**src/rtl/ifetch_pkg.sv**
```systemverilog
// ifetch_pkg: shared types and helpers for the instruction fetch stage.
//   XLEN / ILEN     address and instruction widths
//   fetch_state_e   fetch FSM states
//   fetch_entry_t   {pc, data} pair held in the instruction buffer
//   next_word_pc    sequential fetch address (wraps at 2^32)
package ifetch_pkg;

  localparam int XLEN = 32;
  localparam int ILEN = 32;

  typedef enum logic [1:0] {
    BOOT  = 2'd0,
    RUN   = 2'd1,
    FLUSH = 2'd2,
    HALT  = 2'd3
  } fetch_state_e;

  typedef struct packed {
    logic [XLEN-1:0] pc;
    logic [ILEN-1:0] data;
  } fetch_entry_t;

  function automatic logic [XLEN-1:0] next_word_pc(input logic [XLEN-1:0] pc);
    return pc + XLEN'(4);
  endfunction

endpackage

```
**src/rtl/ifetch_fifo.sv**
```systemverilog
// ifetch_fifo: small circular FIFO used both as the decode-side instruction
// buffer and as the queue of PCs for requests still in flight to imem.
//   clk, rst_n   clock, synchronous active-low reset
//   clear        drop all entries (takes priority over push/pop)
//   push, wdata  write an entry
//   pop          remove the head entry
//   head         entry at the head (undefined when empty)
//   count        number of stored entries
//   full, empty  status flags
// A push is accepted while full as long as a pop happens in the same cycle.
module ifetch_fifo
  import ifetch_pkg::*;
#(
  parameter int DEPTH = 2,
  parameter type T = fetch_entry_t
) (
  input  logic                         clk,
  input  logic                         rst_n,
  input  logic                         clear,
  input  logic                         push,
  input  T                             wdata,
  input  logic                         pop,
  output T                             head,
  output logic [$clog2(DEPTH+1)-1:0]   count,
  output logic                         full,
  output logic                         empty
);

  localparam int PTR_W = (DEPTH > 1) ? $clog2(DEPTH) : 1;
  localparam int CNT_W = $clog2(DEPTH + 1);

  T                 mem [DEPTH];
  logic [PTR_W-1:0] rd_ptr;
  logic [PTR_W-1:0] wr_ptr;
  logic             do_push;
  logic             do_pop;

  function automatic logic [PTR_W-1:0] ptr_inc(input logic [PTR_W-1:0] p);
    return (p == PTR_W'(DEPTH - 1)) ? '0 : p + 1'b1;
  endfunction

  assign empty   = (count == '0);
  assign full    = (count == CNT_W'(DEPTH));
  assign do_pop  = pop && !empty;
  assign do_push = push && (!full || do_pop);
  assign head    = mem[rd_ptr];

  always_ff @(posedge clk) begin
    if (!rst_n || clear) begin
      rd_ptr <= '0;
      wr_ptr <= '0;
      count  <= '0;
    end else begin
      if (do_push) wr_ptr <= ptr_inc(wr_ptr);
      if (do_pop)  rd_ptr <= ptr_inc(rd_ptr);
      if (do_push && !do_pop)      count <= count + 1'b1;
      else if (do_pop && !do_push) count <= count - 1'b1;
    end
  end

  always_ff @(posedge clk) begin
    if (do_push) mem[wr_ptr] <= wdata;
  end

endmodule

```
**src/rtl/ifetch_unit.sv**
```systemverilog
// ifetch_unit: fetch stage. Owns the fetch PC, issues in-order word requests
// to instruction memory, tracks the PC of every in-flight request and buffers
// returned words for decode. Redirects replace the fetch PC and flush all
// younger work; responses for requests issued before a redirect are dropped.
//
// Ports
//   clk, rst_n                       clock, synchronous active-low reset
//   redirect_valid, redirect_pc      new fetch target from next-PC logic
//   imem_req_valid/ready/addr        request channel to imem
//   imem_rsp_valid/data              in-order response channel (no backpressure)
//   inst_valid/ready, inst_data/pc   buffer head towards decode
//   misalign_trap                    only when IFETCH_MISALIGN_TRAP_EN is defined
//
// Build option IFETCH_MISALIGN_TRAP_EN: a redirect to a non-word-aligned target
// parks the unit in HALT with misalign_trap set until an aligned redirect.
// Without it the low two target bits are ignored.
//
// state | meaning
// BOOT  | first cycle after reset, no requests
// RUN   | normal fetch, requests limited by buffer credits
// FLUSH | waiting for stale in-flight responses to drain, all dropped
// HALT  | misaligned redirect taken, idle until an aligned redirect
module ifetch_unit
  import ifetch_pkg::*;
#(
  parameter logic [31:0] RESET_PC  = 32'h0000_0000,
  parameter int          BUF_DEPTH = 2
) (
  input  logic        clk,
  input  logic        rst_n,
  input  logic        redirect_valid,
  input  logic [31:0] redirect_pc,
  output logic        imem_req_valid,
  input  logic        imem_req_ready,
  output logic [31:0] imem_req_addr,
  input  logic        imem_rsp_valid,
  input  logic [31:0] imem_rsp_data,
  output logic        inst_valid,
  input  logic        inst_ready,
  output logic [31:0] inst_data,
  output logic [31:0] inst_pc
`ifdef IFETCH_MISALIGN_TRAP_EN
  ,
  output logic        misalign_trap
`endif
);

  localparam int CNT_W = $clog2(BUF_DEPTH + 1);
  localparam int USE_W = CNT_W + 1;

  fetch_state_e     state;
  logic [XLEN-1:0]  fetch_pc;
  logic [XLEN-1:0]  redir_tgt;
  logic             redir_bad;

  fetch_entry_t     buf_head;
  fetch_entry_t     buf_wdata;
  logic [CNT_W-1:0] buf_count;
  logic             buf_full;
  logic             buf_empty;
  logic             buf_push;

  logic [XLEN-1:0]  pcq_head;
  logic [CNT_W-1:0] pcq_count;
  logic             pcq_full;
  logic             pcq_empty;

  logic             req_fire;
  logic             rsp_take;
  logic             inst_fire;
  logic [USE_W-1:0] used;
  logic [CNT_W-1:0] inflight_nxt;

`ifdef IFETCH_MISALIGN_TRAP_EN
  assign redir_tgt = redirect_pc;
  assign redir_bad = (redirect_pc[1:0] != 2'b00);
`else
  assign redir_tgt = redirect_pc & ~XLEN'(3);
  assign redir_bad = 1'b0;
`endif

  assign inst_fire = !buf_empty && inst_ready;

  // A slot being handed to decode this cycle can be re-used by a new request
  // right away; this keeps a single-cycle imem streaming at one word per cycle.
  assign used = USE_W'(pcq_count) + USE_W'(buf_count) - USE_W'(inst_fire);

  assign imem_req_valid = (state == RUN) && (used < USE_W'(BUF_DEPTH));
  assign imem_req_addr  = fetch_pc;
  assign req_fire       = imem_req_valid && imem_req_ready && !pcq_full;

  // With nothing outstanding a response can only be a leftover from before
  // reset, so it is ignored.
  assign rsp_take = imem_rsp_valid && !pcq_empty;

  assign inflight_nxt = pcq_count + CNT_W'(req_fire) - CNT_W'(rsp_take);

  assign buf_push  = rsp_take && (state == RUN) && !redirect_valid
                     && (!buf_full || inst_fire);
  assign buf_wdata = '{pc: pcq_head, data: imem_rsp_data};

  assign inst_valid = !buf_empty;
  assign inst_data  = buf_empty ? '0 : buf_head.data;
  assign inst_pc    = buf_empty ? '0 : buf_head.pc;

  ifetch_fifo #(
    .DEPTH (BUF_DEPTH),
    .T     (logic [XLEN-1:0])
  ) u_pcq (
    .clk   (clk),
    .rst_n (rst_n),
    .clear (1'b0),
    .push  (req_fire),
    .wdata (fetch_pc),
    .pop   (rsp_take),
    .head  (pcq_head),
    .count (pcq_count),
    .full  (pcq_full),
    .empty (pcq_empty)
  );

  ifetch_fifo #(
    .DEPTH (BUF_DEPTH),
    .T     (fetch_entry_t)
  ) u_ibuf (
    .clk   (clk),
    .rst_n (rst_n),
    .clear (redirect_valid),
    .push  (buf_push),
    .wdata (buf_wdata),
    .pop   (inst_fire),
    .head  (buf_head),
    .count (buf_count),
    .full  (buf_full),
    .empty (buf_empty)
  );

  always_ff @(posedge clk) begin
    if (!rst_n) begin
      state    <= BOOT;
      fetch_pc <= RESET_PC;
`ifdef IFETCH_MISALIGN_TRAP_EN
      misalign_trap <= 1'b0;
`endif
    end else if (redirect_valid) begin
      fetch_pc <= redir_tgt;
`ifdef IFETCH_MISALIGN_TRAP_EN
      misalign_trap <= redir_bad;
`endif
      if (redir_bad)
        state <= HALT;
      else if (state == FLUSH || inflight_nxt != '0)
        state <= FLUSH;
      else
        state <= RUN;
    end else begin
      if (req_fire) fetch_pc <= next_word_pc(fetch_pc);
      case (state)
        BOOT:    state <= RUN;
        FLUSH:   if (inflight_nxt == '0) state <= RUN;
        default: state <= state;
      endcase
    end
  end

endmodule

```
**config.mk**
```make
export PLATFORM = sky130hd
export DESIGN_NAME = ifetch_unit
export DESIGN_NICKNAME = d
export VERILOG_FILES = /design/src/rtl/ifetch_pkg.sv /design/src/rtl/ifetch_fifo.sv /design/src/rtl/ifetch_unit.sv
export SDC_FILE = /design/constraint.sdc
export NUM_CORES = 1
export LEC_CHECK = 0
export BUFFER_PORTS_ARGS = -buffer_cell sky130_fd_sc_hd__buf_2
export CAP_MARGIN = 15
export CORE_MARGIN = 1
export CORE_UTILIZATION = 40
export DETAILED_ROUTE_END_ITERATION = 12
export GPL_ROUTABILITY_DRIVEN = 0
export GPL_TIMING_DRIVEN = 0
export SETUP_SLACK_MARGIN = 0.02
export SYNTH_ARGS = -nofsm -noshare
export SYNTH_HDL_FRONTEND = slang
export SYNTH_HIERARCHICAL = 1
export SYNTH_SLANG_ARGS = --single-unit
```
**constraint.sdc**
```tcl
create_clock -name clk -period 5.87 [get_ports clk]
set_input_delay 0 -clock clk [delete_from_list [all_inputs] [get_ports clk]]
set_output_delay 0 -clock clk [all_outputs]
set_load 0.01 [all_outputs]
```
# Yosys cells after proc, flatten, opt, wreduce, memory -nomap -nowiden
# Memories as Yosys holds them, arrays and structs flattened. A register that Yosys moved wholly into a read port is not among the register bits.
# Index checks and enable logic that the tools add are counted.
# totals
reg_bits	42
output_inout_bits	98
inputBits	70
memories	2
ram_bits	192
# op_classes
reduce_logical	42
mux	24
n_bitwise	1
n_eq_ne	5
n_addsub	13
order_cmp	1
# memory_table
name	words	width	read_ports	rd_ports_with_merged_regs	wr	line	text
u_ibuf.mem	2	64	1	1	1	ifetch_fifo.sv:32	T mem [DEPTH];
u_pcq.mem	2	32	1	1	1	ifetch_fifo.sv:32	
# ops
operator	n
2-to-1 mux 32 bit	4
adder 32 x 3 -> 32 bit, second input constant	1
logical AND 1 bit	16
2-to-1 mux 2 bit	7
2-to-1 mux 1 bit	12
zero test 1 bit	10
zero test 2 bit	4
nonzero test 2 bit	4
== test 2 bit, second input constant	3
logical OR 1 bit	5
adder 1 bit, second input constant	4
adder 2 x 1 -> 2 bit, second input constant	2
case mux 2 bit (2 select lines)	1
subtractor 2 x 1 -> 2 bit, second input constant	2
adder 2 x 2 -> 3 bit	1
less-than comparator 3 x 2 -> 1 bit, second input constant	1
!= test 3 x 2 -> 1 bit, second input constant	1
nonzero test 3 bit	1
subtractor 3 x 1 -> 3 bit	1
adder 2 x 1 -> 2 bit	1
== test 2 x 1 -> 1 bit, second input constant	1
AND reduction 2 bit	1
OR reduction 2 bit	1
subtractor 2 x 1 -> 2 bit	1
NOT 1 bit	1

# Longest topological paths before layout
# Gate-level depths: netlist (run 1).
# depth
depth_word	14
mapped_depth	15
ltp_nobuf	15

# Modules after synthesis
# The synthesis (run 1) kept the hierarchy.
# by_module_without_submodules
module	seq_area_each_um2	cells_each	area_per_inst_um2	instances
ifetch_fifo at u_ibuf	3943.8	226	4854.7	1
ifetch_fifo at u_pcq	2021.9	127	2542.4	1
ifetch_unit	640.6	321	2499.9	1

# Worst setup path after synthesis (run 1)
# Ideal clock, no wire load.
# synth_timing
path_type	reg-to-reg
start	register u_ibuf.count[0]
end	memory u_ibuf/mem[0][0] (netlist bit) (enable)
path_stages_with_launch	7
n_path_buf	0
period_less_slack_ns	4.493
arrival_time_ns	3.999
required_ns	5.376
setup_time_ns	0.494
setup_slack_ns	1.377
cell_sequence	dfxtp_1 -> nor2_1 -> nor2b_1 -> nor2b_1 -> nor3_1 -> a21boi_2 -> nor2b_1
# synth_between
elab_chain_cells	8
elab_cells_between_ends	12
classes_between	eq/ne: 1; mux: 2; reduce/logical: 9
# synth_lines
element	line	text
start: declaration	ifetch_fifo.sv:24	output logic [$clog2(DEPTH+1)-1:0] count,
start signal: assignment	ifetch_fifo.sv:56	if (do_push && !do_pop) count <= count + 1'b1;
start signal: assignment	ifetch_fifo.sv:57	else if (do_pop && !do_push) count <= count - 1'b1;
zero test 2 bit	ifetch_fifo.sv:42	assign empty = (count == '0);
net buf_empty	ifetch_unit.sv:60	logic buf_empty;
zero test 1 bit	ifetch_unit.sv:82	assign inst_fire = !buf_empty && inst_ready;
logical AND 1 bit	ifetch_unit.sv:82	
net inst_fire	ifetch_unit.sv:70	logic inst_fire;
logical OR 1 bit	ifetch_unit.sv:99	&& (!buf_full || inst_fire);
logical AND 1 bit	ifetch_unit.sv:99	
net buf_push	ifetch_unit.sv:61	logic buf_push;
logical AND 1 bit	ifetch_fifo.sv:45	assign do_push = push && (!full || do_pop);
2-to-1 mux 1 bit	ifetch_fifo.sv:62	if (do_push) mem[wr_ptr] <= wdata;
2-to-1 mux 1 bit (implied by the code)	ifetch_fifo.sv:62	
end: declaration	ifetch_fifo.sv:32	
# The timed path passes the listed nets, and every way through them passes these cells.

# Worst setup path after layout (run 1)
# layout_timing
start	register u_ibuf.count[0]
end	memory u_pcq/mem[1][27] (netlist bit) (enable)
# layout_between
elab_chain_cells	11
elab_cells_between_ends	12
classes_between	add/sub: 2; order compare: 1; mux: 2; reduce/logical: 7
# layout_lines
element	line	text
zero test 2 bit	ifetch_fifo.sv:42	
net buf_empty	ifetch_unit.sv:60	
zero test 1 bit	ifetch_unit.sv:82	
logical AND 1 bit	ifetch_unit.sv:82	
net inst_fire	ifetch_unit.sv:70	
subtractor 3 x 1 -> 3 bit	ifetch_unit.sv:86	assign used = USE_W'(pcq_count) + USE_W'(buf_count) - USE_W'(inst_fire);
less-than comparator 3 x 2 -> 1 bit	ifetch_unit.sv:88	assign imem_req_valid = (state == RUN) && (used < USE_W'(BUF_DEPTH));
logical AND 1 bit	ifetch_unit.sv:88	
logical AND 1 bit (2 in a row)	ifetch_unit.sv:90	assign req_fire = imem_req_valid && imem_req_ready && !pcq_full;
net req_fire	ifetch_unit.sv:68	logic req_fire;
logical AND 1 bit	ifetch_fifo.sv:45	
2-to-1 mux 1 bit	ifetch_fifo.sv:62	
2-to-1 mux 1 bit (implied by the code)	ifetch_fifo.sv:62	
end: declaration	ifetch_fifo.sv:32	
# The timed path passes the listed nets, and every way through them passes these cells.

==> results of run 1 <==
==> sequential cells by signal, indices dropped and copies added (netlist names), named ones only <==
name           cells
imem_req_addr     30
u_ibuf/mem       128
state              2
u_pcq/mem         64
u_pcq/count        2
u_ibuf/wr_ptr      1
u_ibuf/rd_ptr      1
u_pcq/rd_ptr       1
u_pcq/wr_ptr       1
u_ibuf/count       2
==> through the flow <==
stage	worst slack, ns	cells	area [sq um]	utilization, %	TNS (ns)
after floorplan	1.38	681	9920	-	0
after global placement	-0.838	1168	11100	45.8	-53.31
after detailed placement	1.97	1172	11200	46.2	0
after CTS	1.95	1286	12700	52.4	0
after global routing	1.69	1286	12700	52.4	0
final	1.99	1286	12700	52.4	0
==> worst max path at each step <==
stage                          from                 to  slack, ns  cells after the start
floorplan           u_ibuf/count[0]   u_ibuf/mem[0][0]       1.38                      6
global placement    u_ibuf/count[0]  u_ibuf/mem[0][22]      -0.84                      6
detailed placement  u_ibuf/count[0]   u_pcq/mem[1][27]       1.97                      9
CTS                 u_ibuf/count[0]   u_pcq/mem[1][18]       1.95                      9
global route        u_ibuf/count[0]   u_pcq/mem[1][18]       1.69                      9
finish              u_ibuf/count[0]   u_pcq/mem[1][27]       1.99                      9
==> worst max-delay path, cell delays in order (launching register included) <==
cell and delay (ns):
dfxtp_1 0.44, nor2_1 0.13, nor2b_1 0.27, ha_1 0.28
nand2b_1 0.16, fa_1 0.50, nand3b_1 0.10, nor3_2 0.51
a21boi_2 0.34, and2_2 0.74
==> cell type report <==
| cell class | count | area, sq um |
|---|---|---|
| tap | 324 | 405 |
| multi-input combinational | 401 | 3120 |
| fill | 2091 | 11600 |
| sequential | 234 | 6610 |
| buffer | 33 | 170 |
| clock inverter | 13 | 143 |
| clock buffer | 31 | 658 |
| inverter | 13 | 48.8 |
| timing repair buffer | 237 | 1600 |
==> cell usage after synthesis, types with 2 or more instances <==
cell type  number  share of area [%]
edfxtp_1      192                 58
mux2_2         94                 11
nor2b_1        74                4.7
dfxtp_1        42                8.5
o21ai_0        29                1.5
a21oi_1        23                1.2
xnor2_1        20                1.8
clkbuf_1       17               0.64
nand2_1        16               0.61
xor2_1         15                1.3
nand3_1        13               0.66
nor2_1         13               0.49
nand4_1        12               0.76
inv_1          11               0.42
nand2b_1        9               0.57
nor4_1          9               0.57
buf_4           8               0.61
nor3_1          8               0.40
buf_2           7               0.35
ha_1            7               0.88
and3_1          4               0.25
and4_1          4               0.35
o21ai_1         4               0.20
mux2i_1         3               0.30
o211a_1         3               0.30
or3_1           3               0.19
a21boi_2        2               0.23
and2_1          2               0.13
mux2_1          2               0.23
nor4_2          2               0.25
or2_2           2               0.13
==> logic make-up (layout without fill, tap and decap cells) <==
logic type | after synthesis | count (layout) | synth area share (%)
AOI/OAI and AO/OA | 68 | 68 | 3.94
xor gates and xnor gates | 35 | 35 | 3.10
adders and majority gates | 8 | 8 | 1.09
buffers and inverters | 46 | 327 | 2.21
DFF | 234 | 234 | 66.8
muxes | 99 | 99 | 11.2
other | 1 | 8 | 0.0379
and+or+nand+nor | 183 | 183 | 11.6
==> what timing repair did <==
| item | in CTS | in global routing |
|---|---|---|
| hold endpoints to repair | 104 | 0 |
| endpoints found under the setup margin | 0 | 0 |
| hold buffers | 70 | 0 |
==> routing by layer <==
layer / GRT usage, % / wire length, um
met5: 0 / 0
met4: 4.33 / 373
met3: 2.94 / 1140
met2: 29.2 / 10400
met1: 23.4 / 9820
==> where the power goes <==
part | switching, uW | internal [uW] | total, uW | leakage [uW]
logic | 154 | 135 | 289 | 0.00222
registers | 44.3 | 1870 | 1910 | 0.00209
clock network | 602 | 925 | 1530 | 0.000398
==> results.cfg, run 1 <==
[pwr]
irDropWorstVdd_mv = 0.158
powerDensity_mw_per_mm2 = 292
power.total_uw = 3730
leakage_uw = 0.00471

[worst_setup_path]
endpoint_kind = register
crit_fanout = 32
reg2reg_slack_ns = 1.99
reg2reg_to = u_pcq/mem[1][27]
crit_required_ns = 6.01
arrival_ns = 4.02
start_kind = register
worst-setup-path-type = register to register
r2r-start = u_ibuf/count[0]
reg2reg_depth = 9

[yosys]
synth.cell_area_sq_mm = 0.00990
synthDistinctLibCells = 55
synth-seq-cells = 234
dominantRegCellSynth = edfxtp_1
ys_seq_area_share_pct = 66.8
yosysWarnings = 6
syn_inst = 674
avgSynthCellArea_sq_um = 14.7
synth_edf_count = 192
synth-async-reset-ratio_pct = 0

[sta]
timing.hold.ws_ns = 0.0877
relSlewSlack_pct = 43.4
slew_violations = 0
grt_setup_unrepaired = false
fmaxAchievable_ghz = 0.258
finalHoldViolations = 0
setup_viol = 0
finalClockSkew_ns = 0.00943
worst_pin_slew_ns = 0.849
fin_crit_sh_pct = 66.1
post-route-min-period_ns = 3.88

[die]
initial_core_util_pct = 40.7
die_w_um = 159
ios = 168
core_sq_mm = 0.0243
die_h_um = 159
dieArea_sq_mm = 0.0254
rows = 57

[routing]
avgViaCountPerCell = 4.81
vias = 6181
antenna_left = 0
wirelength_um = 21800
dr.pass1.iters = 4
drtIter0Drc = 293
drc = 0
wl_per_cell_um = 16.9

[clock_tree]
insertion_delay_ns = 0.51
path_clk_slew_ns = 0.06
cts.sinks = 234
cts_max_path_buffers = 3
cts.htree.levels = 1
cts_setup_buffers = 0
cts_tree = built
root_buffer = clkbuf_16
cts_made_buffers = 25
post_cts_resized = 0

[layout]
drive_gt1_share_pct = 34.7
final_common_cell = edfxtp_1
nets = 1023
num_antenna_cells = 0
layout_common_cells = edfxtp_1, buf_2, mux2_2
area_delta_synth_final_pct = 28.8

[outcome]
status = completed

[worst_hold_path]
hp-start = inst_ready
whs_path_depth = 5
hold-path-endpoint = u_ibuf/wr_ptr
min_path_type = primary input to register

[placement]
portBuffers = 163
hpwlAfterDp_um = 14500

[flow_run]
maxCapViolCount = 0

[grt]
antenna_found_initial = 0
overflow = 0
grt_util_all_layers_pct = 17.4
grt_pass1_vias = 6209
grt_pass1_wl_um = 34100
grt_max_degree = 34
(Power assumes the default switching activity.)
==> run 2: changes to the inputs <==
Clock period 5.87 ns to 4 ns, I/O delays scaled along.
==> run 2 against run 1 <==
  * Critical path depth is 3 higher
  * Count of clock-buffer cells in the layout rose by 10
  * Hold slack worse by 0.020 ns
  * Total power up 49%
  * Die area stayed put
  * Combinational power grew 48%
  * Via count grew 1.7%
  * Largest cell class unchanged
  * Highest routed layer unchanged
==> results.cfg, run 2 (synthesized netlist as in run 1, its figures left out) <==
[outcome]
status = completed

[placement]
place_inst = 1172
pre_cts_slack_ns = 0.0961
hpwlAfterDp_um = 14600
portBuffers = 163
place_area_sq_mm = 0.0113

[die]
ios = 168
dieArea_sq_mm = 0.0254
die_w_um = 159
initial_core_util_pct = 40.7
core_sq_mm = 0.0243
die_h_um = 159
rows = 57

[worst_setup_path]
crit_required_ns = 4.40
endpoint_kind = register
critPathTopFamily = simple AND/OR/NAND/NOR gates
crit_fanout = 9
cp_slowest_cell = dlygate4sd3_1
worst-setup-path-type = register to register
worst-path-buf-inv = 2
cp_cell_sequence = nor2_1 -> nor2b_1 -> ha_1 -> nand2b_1 -> fa_1 -> nand3b_1 -> or2_1 -> buf_2 -> nor4b_4 -> mux2i_1 -> o21ai_0 -> dlygate4sd3_1
start_kind = register
critical_path.max_stage_delay_ns = 0.55
arrival_ns = 4.18

[layout]
area_delta_synth_final_pct = 29.6
fill_cells = 2034
instances_no_fill = 1290
final_common_cell = edfxtp_1
largest_register = u_ibuf/mem
drive_gt1_share_pct = 35.0
layout_common_cells = edfxtp_1, buf_2, mux2_2
nets = 1024
num_antenna_cells = 0
final_core_util_pct = 52.7
fin_area_sq_mm = 0.0128
largest_reg_flops = 128

[sta]
finalHoldViolations = 0
post-route-min-period_ns = 3.78
fmaxAchievable_ghz = 0.264
finalClockSkew_ns = 0.00822
fin_ws_ns = 0.216
relSlewSlack_pct = 40.8
setup_viol = 0
fin_crit_sh_pct = 94.6
grt_setup_unrepaired = false
slew_violations = 0
worst_pin_slew_ns = 0.888

[routing]
vias = 6283
wl_met3_um = 1050
drtIter0Drc = 348
dr.pass1.iters = 4
wirelength_um = 21800
wl_per_cell_um = 16.9
topRoutingLayerUsed = met4
wl_met1_um = 9820
routed-wl-met2_um = 10600
avgViaCountPerCell = 4.87
antenna_left = 0
drc = 0

[clock_tree]
root_buffer = clkbuf_16
cts.htree.levels = 1
path_clk_slew_ns = 0.06
cts_made_buffers = 26
cts_max_path_buffers = 3
cts.sinks = 234
cts_setup_buffers = 0
insertion_delay_ns = 0.52
cts_tree = built

[flow_run]
maxCapViolCount = 0

[pwr]
irDropWorstVdd_mv = 0.237
powerDensity_mw_per_mm2 = 433
leakage_uw = 0.00475
power.total_uw = 5550

[grt]
grt_pass1_wl_um = 33400
antenna_found_initial = 0
overflow = 0
grt_pass1_vias = 6071
grt_util_all_layers_pct = 16.9
grt_max_degree = 55

[worst_hold_path]
min_path_type = primary input to register
## run 2: cell count changes in the layout (fill, tap and decap cells not counted), sizes merged
cell	delta
clkbuf	+10
clkinv	-4
bufinv	-2
clkinvlp	+1
inv	-1
## run 2: cell type report
class                   count  area [sq um]  area share (%)
well taps                 324           405            3.16
multi-input cells         401          3130            24.4
clock buffers              41           798            6.22
plain buffers              33           170            1.33
repair buffers            237          1600            12.5
inverters                  13          48.8           0.380
flip-flops and latches    234          6610            51.5
clock inverters             7          61.3           0.478
## run 2: worst paths after layout
check	endpoint	depth (start not counted)	from	slack [ns]
worst max-delay path	imem_req_addr[31]	12	u_ibuf/count[0]	0.22
worst min-delay path	imem_req_addr[3]	5	imem_req_ready	0.07
worst max register to register	imem_req_addr[31]	12	u_ibuf/count[0]	0.22
worst min register to register	u_ibuf/rd_ptr	2	u_ibuf/rd_ptr	0.51
## run 2: metrics by stage
stage | hold WS (ns) | TNS, ns
4_1_cts | 0.0495 | 0
5_1_grt | 0.0964 | 0
6_report | 0.0674 | 0
2_1_floorplan | 0.0989 | 0
3_3_place_gp | 0.188 | -98.72
3_5_place_dp | 0.191 | 0
## run 2: metal layers
metal | vias up | global-route usage [%]
li1 | 3036 | -
met1 | 3043 | 22.6
met2 | 176 | 28.7
met3 | 28 | 2.97
met4 | 0 | 3.80
met5 | - | 0
## run 2: tightest hold or removal path: stages
cell and delay, ns:
buf_2 0.11, nand2b_1 0.18, nor3_4 0.10, nand2_1 0.07, a31oi_1 0.07
## run 2: power breakdown
group | switching [uW] | internal, uW | leakage, uW | total (uW)
clock | 895 | 1430 | 0.000423 | 2320
combinational | 230 | 199 | 0.00223 | 429
sequential | 64.3 | 2740 | 0.00209 | 2800
## run 2: what timing repair did
item	CTS	global route
hold endpoints to repair	104	0
gates resized for setup	0	3
endpoints found under the setup margin	0	34
hold buffers	70	0
